--- config.mk ---
export PLATFORM = sky130hd
export DESIGN_NAME = separate_sum_ctrl_flat
export DESIGN_NICKNAME = d
export VERILOG_FILES = /design/src/rtl/sep_sum_pkg.sv /design/src/rtl/separate_sum_ctrl_if.sv /design/src/rtl/valid_delay_line.sv /design/src/rtl/separate_sum_ctrl.sv /design/src/flat_wrapper.sv
export SDC_FILE = /design/constraint.sdc
export NUM_CORES = 1
export LEC_CHECK = 0
export BUFFER_PORTS_ARGS = -buffer_cell sky130_fd_sc_hd__buf_2
export CAP_MARGIN = 20
export CORE_ASPECT_RATIO = 2
export CORE_MARGIN = 3
export CORE_UTILIZATION = 40
export DETAILED_ROUTE_END_ITERATION = 10
export GPL_TIMING_DRIVEN = 0
export HOLD_SLACK_MARGIN = 0.05
export PLACE_DENSITY = 0.68
export SYNTH_ARGS = -nofsm -noshare
export SYNTH_HDL_FRONTEND = slang
export SYNTH_SLANG_ARGS = --single-unit
export TNS_END_PERCENT = 1
--- constraint.sdc ---
create_clock -name clk -period 1.35 [get_ports clk]
set_input_delay 0.2025 -clock clk [delete_from_list [all_inputs] [get_ports clk]]
set_output_delay 0.2025 -clock clk [all_outputs]
set_load 0.05 [all_outputs]
--- src/rtl/sep_sum_pkg.sv ---
// -----------------------------------------------------------------------------
// sep_sum_pkg
// Shared constants and types for the separate_sum column: the controller FSM
// state encoding, the fixed sum-pipeline latency (also used by
// separate_sum_unit) and default geometry of the weight chain / tile command.
// -----------------------------------------------------------------------------
package sep_sum_pkg;

    // Fixed depth of the separate_sum_unit arithmetic pipeline.
    localparam int PIPE_LATENCY = 3;

    // Default column geometry.
    localparam int CHAIN_DEPTH_DEFAULT    = 8;
    localparam int TILE_LEN_WIDTH_DEFAULT = 8;

    // Controller state encoding.
    localparam logic [2:0] ST_IDLE_ENC  = 3'd0;
    localparam logic [2:0] ST_LOAD_ENC  = 3'd1;
    localparam logic [2:0] ST_SET_ENC   = 3'd2;
    localparam logic [2:0] ST_RUN_ENC   = 3'd3;
    localparam logic [2:0] ST_DRAIN_ENC = 3'd4;

    typedef enum logic [2:0] {
        ST_IDLE  = ST_IDLE_ENC,
        ST_LOAD  = ST_LOAD_ENC,
        ST_SET   = ST_SET_ENC,
        ST_RUN   = ST_RUN_ENC,
        ST_DRAIN = ST_DRAIN_ENC
    } state_t;

endpackage

--- src/rtl/separate_sum_ctrl_if.sv ---
// -----------------------------------------------------------------------------
// separate_sum_ctrl_if
// Bundles the command, weight-chain, activation and result signals of the
// separate_sum_ctrl sequencer.
//   slave  : the controller's view (accepts commands/beats, drives the column)
//   master : the environment's view (scheduler, chain source, result sink)
// Signals:
//   cmd_valid_i/cmd_ready_o/cmd_tile_len_i  command handshake + tile length
//   abort_i                                 abort of the current command
//   wgt_valid_i/wgt_ready_o                 weight-beat handshake
//   prepare_weight_o/set_weight_o           chain shift enable / commit pulse
//   act_valid_i/act_ready_o                 activation-beat handshake
//   result_valid_o/result_last_o            sum output qualifiers
//   busy_o/done_o/aborted_o                 status
// -----------------------------------------------------------------------------
interface separate_sum_ctrl_if #(
    parameter int TILE_LEN_WIDTH = sep_sum_pkg::TILE_LEN_WIDTH_DEFAULT
);
    logic                      cmd_valid_i;
    logic                      cmd_ready_o;
    logic [TILE_LEN_WIDTH-1:0] cmd_tile_len_i;
    logic                      abort_i;
    logic                      wgt_valid_i;
    logic                      wgt_ready_o;
    logic                      prepare_weight_o;
    logic                      set_weight_o;
    logic                      act_valid_i;
    logic                      act_ready_o;
    logic                      result_valid_o;
    logic                      result_last_o;
    logic                      busy_o;
    logic                      done_o;
    logic                      aborted_o;

    modport slave (
        input  cmd_valid_i, cmd_tile_len_i, abort_i, wgt_valid_i, act_valid_i,
        output cmd_ready_o, wgt_ready_o, prepare_weight_o, set_weight_o,
               act_ready_o, result_valid_o, result_last_o, busy_o, done_o,
               aborted_o
    );

    modport master (
        output cmd_valid_i, cmd_tile_len_i, abort_i, wgt_valid_i, act_valid_i,
        input  cmd_ready_o, wgt_ready_o, prepare_weight_o, set_weight_o,
               act_ready_o, result_valid_o, result_last_o, busy_o, done_o,
               aborted_o
    );
endinterface

--- src/rtl/valid_delay_line.sv ---
// -----------------------------------------------------------------------------
// valid_delay_line
// DEPTH-stage shift register for the {valid,last} qualifiers that shadow the
// separate_sum_unit pipeline. Shifts every cycle (bubbles are shifted in as 0).
// Ports:
//   clk, rst_n          clock, asynchronous active-low reset
//   in_valid, in_last   qualifiers entering stage 0
//   out_valid, out_last registered tail (last stage)
//   empty               no valid bit anywhere, tail included
// -----------------------------------------------------------------------------
module valid_delay_line #(
    parameter int DEPTH = sep_sum_pkg::PIPE_LATENCY
) (
    input  logic clk,
    input  logic rst_n,
    input  logic in_valid,
    input  logic in_last,
    output logic out_valid,
    output logic out_last,
    output logic empty
);
    logic [DEPTH-1:0] valid_reg;
    logic [DEPTH-1:0] last_reg;
    logic [DEPTH-1:0] valid_next;
    logic [DEPTH-1:0] last_next;

    assign valid_next[0] = in_valid;
    assign last_next[0]  = in_last;

    generate
        for (genvar gi = 1; gi < DEPTH; gi++) begin : g_stage
            assign valid_next[gi] = valid_reg[gi-1];
            assign last_next[gi]  = last_reg[gi-1];
        end
    endgenerate

    always_ff @(posedge clk or negedge rst_n) begin
        if (!rst_n) begin
            valid_reg <= '0;
            last_reg  <= '0;
        end else begin
            valid_reg <= valid_next;
            last_reg  <= last_next;
        end
    end

    assign out_valid = valid_reg[DEPTH-1];
    assign out_last  = last_reg[DEPTH-1];
    assign empty     = ~|valid_reg;
endmodule

--- src/rtl/separate_sum_ctrl.sv ---
// -----------------------------------------------------------------------------
// separate_sum_ctrl
// Sequencer for one column of separate_sum_unit instances. Per command:
// shift CHAIN_DEPTH weight beats through the chain (prepare_weight_o), commit
// them with one set_weight_o pulse, stream tile_len activation beats, then
// wait for the PIPE_LATENCY-deep sum pipeline to empty and pulse done_o.
// Ports:
//   clk, rst_n  clock, asynchronous active-low reset
//   bus         separate_sum_ctrl_if.slave (command, weight, activation,
//               result and status signals)
// -----------------------------------------------------------------------------
module separate_sum_ctrl #(
    parameter int CHAIN_DEPTH    = sep_sum_pkg::CHAIN_DEPTH_DEFAULT,
    parameter int TILE_LEN_WIDTH = sep_sum_pkg::TILE_LEN_WIDTH_DEFAULT,
    parameter int PIPE_LATENCY   = sep_sum_pkg::PIPE_LATENCY
) (
    input  logic                clk,
    input  logic                rst_n,
    separate_sum_ctrl_if.slave  bus
);
    import sep_sum_pkg::*;

    localparam int LOAD_CNT_WIDTH = (CHAIN_DEPTH > 1) ? $clog2(CHAIN_DEPTH) : 1;
    localparam logic [LOAD_CNT_WIDTH-1:0] LOAD_LAST = LOAD_CNT_WIDTH'(CHAIN_DEPTH - 1);
    localparam logic [TILE_LEN_WIDTH-1:0] REM_ONE   = TILE_LEN_WIDTH'(1);

    state_t                    state_reg,     state_next;
    logic [LOAD_CNT_WIDTH-1:0] load_cnt_reg,  load_cnt_next;
    logic [TILE_LEN_WIDTH-1:0] remaining_reg, remaining_next;
    logic                      aborted_reg,   aborted_next;
    logic                      done_reg,      done_next;

    logic wgt_ready;
    logic act_ready;
    logic set_weight;
    logic push_valid;
    logic push_last;
    logic pipe_empty;

    always_ff @(posedge clk or negedge rst_n) begin
        if (!rst_n) begin
            state_reg     <= ST_IDLE;
            load_cnt_reg  <= '0;
            remaining_reg <= '0;
            aborted_reg   <= 1'b0;
            done_reg      <= 1'b0;
        end else begin
            state_reg     <= state_next;
            load_cnt_reg  <= load_cnt_next;
            remaining_reg <= remaining_next;
            aborted_reg   <= aborted_next;
            done_reg      <= done_next;
        end
    end

    always_comb begin
        state_next     = state_reg;
        load_cnt_next  = load_cnt_reg;
        remaining_next = remaining_reg;
        aborted_next   = aborted_reg;
        done_next      = 1'b0;
        wgt_ready      = 1'b0;
        act_ready      = 1'b0;
        set_weight     = 1'b0;
        push_valid     = 1'b0;
        push_last      = 1'b0;

        case (state_reg)
            ST_IDLE: begin
                if (bus.cmd_valid_i) begin
                    remaining_next = bus.cmd_tile_len_i;
                    load_cnt_next  = '0;
                    aborted_next   = 1'b0;
                    state_next     = ST_LOAD;
                end
            end
            ST_LOAD: begin
                wgt_ready = ~bus.abort_i;
                if (bus.abort_i) begin
                    aborted_next = 1'b1;
                    state_next   = ST_DRAIN;
                end else if (bus.wgt_valid_i) begin
                    // Leave on the terminal beat instead of wrapping the count.
                    if (load_cnt_reg == LOAD_LAST) begin
                        state_next = ST_SET;
                    end else begin
                        load_cnt_next = load_cnt_reg + LOAD_CNT_WIDTH'(1);
                    end
                end
            end
            ST_SET: begin
                if (bus.abort_i) begin
                    aborted_next = 1'b1;
                    state_next   = ST_DRAIN;
                end else begin
                    set_weight = 1'b1;
                    state_next = (remaining_reg != '0) ? ST_RUN : ST_DRAIN;
                end
            end
            ST_RUN: begin
                act_ready = ~bus.abort_i;
                if (bus.abort_i) begin
                    aborted_next = 1'b1;
                    state_next   = ST_DRAIN;
                end else if (bus.act_valid_i) begin
                    push_valid     = 1'b1;
                    push_last      = (remaining_reg == REM_ONE);
                    remaining_next = remaining_reg - REM_ONE;
                    if (remaining_reg == REM_ONE) begin
                        state_next = ST_DRAIN;
                    end
                end
            end
            ST_DRAIN: begin
                if (pipe_empty) begin
                    done_next  = 1'b1;
                    state_next = ST_IDLE;
                end
            end
            default: begin
                state_next = ST_IDLE;
            end
        endcase
    end

    valid_delay_line #(
        .DEPTH (PIPE_LATENCY)
    ) u_valid_delay_line (
        .clk       (clk),
        .rst_n     (rst_n),
        .in_valid  (push_valid),
        .in_last   (push_last),
        .out_valid (bus.result_valid_o),
        .out_last  (bus.result_last_o),
        .empty     (pipe_empty)
    );

    assign bus.cmd_ready_o      = (state_reg == ST_IDLE);
    assign bus.busy_o           = (state_reg != ST_IDLE);
    assign bus.wgt_ready_o      = wgt_ready;
    assign bus.act_ready_o      = act_ready;
    assign bus.prepare_weight_o = bus.wgt_valid_i & wgt_ready;
    assign bus.set_weight_o     = set_weight;
    assign bus.done_o           = done_reg;
    assign bus.aborted_o        = aborted_reg;
endmodule
--- src/flat_wrapper.sv ---
// flat-port wrapper written by rule: the top's interface ports become plain ports
module separate_sum_ctrl_flat import sep_sum_pkg::*;
#(
    parameter int CHAIN_DEPTH    = sep_sum_pkg::CHAIN_DEPTH_DEFAULT,
    parameter int TILE_LEN_WIDTH = sep_sum_pkg::TILE_LEN_WIDTH_DEFAULT,
    parameter int PIPE_LATENCY   = sep_sum_pkg::PIPE_LATENCY
)
  (clk, rst_n, bus_cmd_valid_i, bus_cmd_tile_len_i, bus_abort_i, bus_wgt_valid_i, bus_act_valid_i, bus_cmd_ready_o, bus_wgt_ready_o, bus_prepare_weight_o, bus_set_weight_o, bus_act_ready_o, bus_result_valid_o, bus_result_last_o, bus_busy_o, bus_done_o, bus_aborted_o);
  separate_sum_ctrl_if #(.TILE_LEN_WIDTH(TILE_LEN_WIDTH)) bus_i ();
  input  logic clk;
  input  logic rst_n;
  input wire logic [$bits(bus_i.cmd_valid_i)-1:0] bus_cmd_valid_i;
  input wire logic [$bits(bus_i.cmd_tile_len_i)-1:0] bus_cmd_tile_len_i;
  input wire logic [$bits(bus_i.abort_i)-1:0] bus_abort_i;
  input wire logic [$bits(bus_i.wgt_valid_i)-1:0] bus_wgt_valid_i;
  input wire logic [$bits(bus_i.act_valid_i)-1:0] bus_act_valid_i;
  output wire logic [$bits(bus_i.cmd_ready_o)-1:0] bus_cmd_ready_o;
  output wire logic [$bits(bus_i.wgt_ready_o)-1:0] bus_wgt_ready_o;
  output wire logic [$bits(bus_i.prepare_weight_o)-1:0] bus_prepare_weight_o;
  output wire logic [$bits(bus_i.set_weight_o)-1:0] bus_set_weight_o;
  output wire logic [$bits(bus_i.act_ready_o)-1:0] bus_act_ready_o;
  output wire logic [$bits(bus_i.result_valid_o)-1:0] bus_result_valid_o;
  output wire logic [$bits(bus_i.result_last_o)-1:0] bus_result_last_o;
  output wire logic [$bits(bus_i.busy_o)-1:0] bus_busy_o;
  output wire logic [$bits(bus_i.done_o)-1:0] bus_done_o;
  output wire logic [$bits(bus_i.aborted_o)-1:0] bus_aborted_o;
  assign bus_i.cmd_valid_i = bus_cmd_valid_i;
  assign bus_i.cmd_tile_len_i = bus_cmd_tile_len_i;
  assign bus_i.abort_i = bus_abort_i;
  assign bus_i.wgt_valid_i = bus_wgt_valid_i;
  assign bus_i.act_valid_i = bus_act_valid_i;
  assign bus_cmd_ready_o = bus_i.cmd_ready_o;
  assign bus_wgt_ready_o = bus_i.wgt_ready_o;
  assign bus_prepare_weight_o = bus_i.prepare_weight_o;
  assign bus_set_weight_o = bus_i.set_weight_o;
  assign bus_act_ready_o = bus_i.act_ready_o;
  assign bus_result_valid_o = bus_i.result_valid_o;
  assign bus_result_last_o = bus_i.result_last_o;
  assign bus_busy_o = bus_i.busy_o;
  assign bus_done_o = bus_i.done_o;
  assign bus_aborted_o = bus_i.aborted_o;
  separate_sum_ctrl #(.CHAIN_DEPTH(CHAIN_DEPTH), .TILE_LEN_WIDTH(TILE_LEN_WIDTH), .PIPE_LATENCY(PIPE_LATENCY)) u_core (.clk(clk), .rst_n(rst_n), .bus(bus_i));
endmodule
==> flow_summary_export.csv <==
group,metric,value,unit
outcome,outcome,"finished, violations left",
outcome,violated_checks,"negative setup slack",
routing,met3_length,127,um
grt,grt_first_pass_wirelength,5240,um
grt,grt-ovfl-total,0,
timing,timing.final.max_slew_violations,0,
clocking,cts.root.buffer_cell,"sky130_fd_sc_hd__clkbuf_8",
worst_setup_path,cp-end-kind,"output port",
layout,final_cells,188,
worst_setup_path,crit_buf_inv,2,
layout,finalInstanceArea,1650,sq um
routing,drt_iter0_markers,31,
worst_setup_path,r2r-start,"u_core.state_reg[0]",
yosys,synthesis_warning_total,0,
routing,top_layer,"met4",
worst_setup_path,timing.critical_path.arrival,1.39,ns
timing,timing.fmax,630,MHz
power,power.ir.vdd_worst,1.03,mV
grt,grt_pass1_vias,1167,
routing,viasPerCell,5.92,
floorplan,row_count,27,
timing,timing.hold.ws,0.187,ns
worst_setup_path,critPathMaxStageDelay,0.41,ns
yosys,yosys_cell_types,39,
floorplan,die-height,84.1,um
yosys,synth-seq-area-share,45.1,%
job,max-cap-violations,0,
worst_setup_path,startpoint,"u_core.state_reg[1]",
clocking,clk_path_buf_depth,2,
place,dpl.hpwl,2200,um
routing,wl_per_instance,17.2,um
yosys,synth_async_sr_flop_share,100,%
worst_setup_path,rr_endpoint,"u_core.remaining_reg[7]",
clocking,tritoncts.num_buffers,3,
min_path,worstHoldPathType,"input pin to flip-flop",
layout,diodes,0,
worst_setup_path,timing.critical_path.mode_cell,"sky130_fd_sc_hd__buf_6",
clocking,cts_max_level,1,
worst_setup_path,cp_max_fo,5,
layout,area.growth.synth_to_final,34.7,%
routing,vias,1113,
yosys,syn_area,1220,sq um
yosys,synth-edff-count,0,
grt,pin_count_of_the_biggest_net_entering_global_routing,23,
floorplan,fp.coreArea,2840,sq um
timing,worst_clock_skew,0.00586,ns
grt,antenna_violations_before_repair,0,
worst_setup_path,required,1.15,ns
floorplan,die_w,45.1,um
yosys,synthCells,128,
floorplan,floorplan.initialDensity,43.0,%
timing,unrepaired_setup_endpoints_after_global_routing,"yes",
yosys,syn_nets,146,
worst_setup_path,worst_setup_path_start_kind,"flip-flop",
timing,slew_headroom,61.5,%
worst_setup_path,timing.reg2reg.setup_slack,-0.12,ns
floorplan,fp.dieArea,3790,sq um
timing,timing.final.ws_setup,-0.238,ns
timing,timing.final.hold_violations,0,
layout,layout.filler_cells,264,
clocking,clkTransAtPathRegs,0.08,ns
routing,count_of_tritonroute_iterations_in_the_first_routing_pass,5,
clocking,cts_tree,"yes",
clocking,worst_skew_pair.late_latency,0.26,ns
timing,worstMarginPinSlew,0.563,ns
timing,post-route-period-util,118,%
worst_setup_path,cpMaxStageDelayCell,"sky130_fd_sc_hd__dfrtp_1",
power,power_per_cell_area,1870,nW/um^2
routing,met1Wirelength,1150,um
place,gp_congestion,0.817,
floorplan,ios,24,
clocking,cts.sink_count,22,
layout,largest_reg_flops,8,
layout,layout-drive-gt1-share,40.3,%
routing,wl_met2,1890,um
yosys,synth.avg_cell_area,9.54,sq um
worst_setup_path,worst-path-stages,4,
place,post-place-cells,180,
power,static_leakage,0.718,nW
worst_setup_path,worstPathCellList,"buf_6, and2b_1, and3_1, buf_6",
worst_setup_path,critical_path_start_end_classification,"flip-flop to output port",
timing,finalSetupViolations,17,
timing,finalSetupTns,-1.63,ns
worst_setup_path,path_delay_family,"simple AND/OR/NAND/NOR gates",
min_path,worstHoldStart,"bus_cmd_tile_len_i[0]",
worst_setup_path,r2r.worst_path.cells,4,
routing,detail_route.wirelength,3230,um
worst_setup_path,critPathCapture,"bus_prepare_weight_o",
routing,drtAntennaViolNets,0,
layout,design.final.nets,178,
timing,final_period_minus_worst_setup_slack,1.59,ns
routing,detail_route.drc_violations,0,
yosys,synth_top_flop_cell,"sky130_fd_sc_hd__dfrtp_1",
place,placed_area,1390,sq um
yosys,postSynthRegisterBits,22,
grt,globalRouteTotalUtil,18.0,%
place,port_buffers,23,
metal layers:
layer / up-vias / track usage [%]
li1: 523 / -
met2: 33 / 31.7
met3: 6 / 2.79
met4: 0 / 7.73
met1: 551 / 20.0
met5: - / 0
final cells by class:
class / count / area, sq um / share of cell area (%)
Tap cell: 29 / 36.3 / 2.21
Buffer: 6 / 63.8 / 3.88
Inverter: 6 / 26.3 / 1.60
Clock buffer: 4 / 55.1 / 3.35
Timing Repair Buffer: 27 / 189 / 11.5
Multi-Input combinational cell: 94 / 722 / 43.9
Sequential cell: 22 / 553 / 33.6
where the power goes:
part           leakage [nW]  switching, mW  internal (mW)  total [mW]
Combinational         0.412          0.879          0.650        1.53
Sequential            0.277          0.227          0.848        1.08
Clock                0.0288          0.216          0.260       0.476
Total                 0.718           1.32           1.76        3.08
worst min-delay path, delay by kind of cell:
kind | cells | cell delay, ns
AO/OA/AOI/OAI | 1 | 0.07
buffers and inverters | 1 | 0.07
AND/OR/NAND/NOR | 1 | 0.07
worst min path at each step:
| stage | to | slack, ns | depth (start not counted) |
|---|---|---|---|
| floorplan | u_core.bus.aborted_o | -0.09 | 0 |
| global placement | u_core.u_valid_delay_line.last_reg[2] | 0.19 | 1 |
| detailed placement | u_core.u_valid_delay_line.valid_reg[2] | 0.21 | 1 |
| CTS | u_core.remaining_reg[0] | 0.19 | 3 |
| global route | u_core.remaining_reg[0] | 0.24 | 3 |
| finish | u_core.remaining_reg[0] | 0.19 | 3 |
timing repair:
action | 4_1_cts | 5_1_grt
buffers inserted | 1 | 1
gates cloned | 1 | 1
endpoints found under the setup margin | 20 | 20
endpoints found under the hold margin | 22 | 0
gates resized for setup | 29 | 17
pin swaps | 7 | 5
hold buffers | 1 | 0
cell usage after synthesis (2+ instances only):
cell type	number	share of area [%]
sky130_fd_sc_hd__and3_1	4	2.0
sky130_fd_sc_hd__a2bb2oi_2	3	3.7
sky130_fd_sc_hd__a21o_1	2	1.2
sky130_fd_sc_hd__buf_2	2	0.82
sky130_fd_sc_hd__o211ai_2	2	2.0
sky130_fd_sc_hd__inv_1	6	1.8
sky130_fd_sc_hd__buf_4	2	1.2
sky130_fd_sc_hd__nand2_1	15	4.6
sky130_fd_sc_hd__o21ai_1	6	2.5
sky130_fd_sc_hd__o21ai_0	2	0.82
sky130_fd_sc_hd__nor2_1	6	1.8
sky130_fd_sc_hd__dfrtp_1	22	45
sky130_fd_sc_hd__o22ai_1	4	2.0
sky130_fd_sc_hd__a21oi_1	11	4.5
sky130_fd_sc_hd__nor2b_1	2	1.0
sky130_fd_sc_hd__and2_1	3	1.5
sky130_fd_sc_hd__a211oi_1	2	1.2
sky130_fd_sc_hd__ha_1	4	4.1
sky130_fd_sc_hd__nand3_1	6	2.5
sky130_fd_sc_hd__nor3_1	4	1.6
sky130_fd_sc_hd__nand3b_1	2	1.2
layout by cell type (no fill, tap or decap), types with 2 or more instances in the layout:
| cell | count |
|---|---|
| sky130_fd_sc_hd__a211oi_2 | 2 |
| sky130_fd_sc_hd__a21oi_1 | 9 |
| sky130_fd_sc_hd__a21oi_2 | 2 |
| sky130_fd_sc_hd__a2bb2oi_2 | 3 |
| sky130_fd_sc_hd__and2_1 | 3 |
| sky130_fd_sc_hd__and3_1 | 3 |
| sky130_fd_sc_hd__buf_2 | 17 |
| sky130_fd_sc_hd__buf_4 | 3 |
| sky130_fd_sc_hd__buf_6 | 10 |
| sky130_fd_sc_hd__clkbuf_8 | 4 |
| sky130_fd_sc_hd__dfrtp_1 | 20 |
| sky130_fd_sc_hd__dfrtp_2 | 2 |
| sky130_fd_sc_hd__ha_4 | 2 |
| sky130_fd_sc_hd__inv_1 | 5 |
| sky130_fd_sc_hd__nand2_1 | 14 |
| sky130_fd_sc_hd__nand3_1 | 5 |
| sky130_fd_sc_hd__nand3b_1 | 2 |
| sky130_fd_sc_hd__nor2_1 | 4 |
| sky130_fd_sc_hd__nor2_4 | 2 |
| sky130_fd_sc_hd__nor2b_1 | 2 |
| sky130_fd_sc_hd__nor3_1 | 3 |
| sky130_fd_sc_hd__o211ai_2 | 2 |
| sky130_fd_sc_hd__o21ai_0 | 2 |
| sky130_fd_sc_hd__o21ai_1 | 6 |
| sky130_fd_sc_hd__o22ai_1 | 2 |
| sky130_fd_sc_hd__o22ai_2 | 2 |
metrics by stage:
stage,setup WS (ns),power [mW],utilization (%)
6_report,-0.238,3.08,58.0
5_1_grt,-0.278,3.26,58.0
4_1_cts,-0.211,2.96,55.2
3_5_place_dp,-0.206,2.27,48.8
3_3_place_gp,-0.162,2.22,48.8
2_1_floorplan,-0.0911,1.97,-
logic make-up (layout without fill, tap and decap cells):
logic type | after synthesis | count (layout) | share of synthesized area [%]
AOI/OAI and AO/OA | 38 | 38 | 22.1
DFF | 22 | 22 | 45.1
muxes | 1 | 1 | 0.820
and+or+nand+nor | 51 | 51 | 22.7
buffers and inverters | 12 | 43 | 5.12
adders and majority gates | 4 | 4 | 4.10
Power figures use the tool's default switching activity.
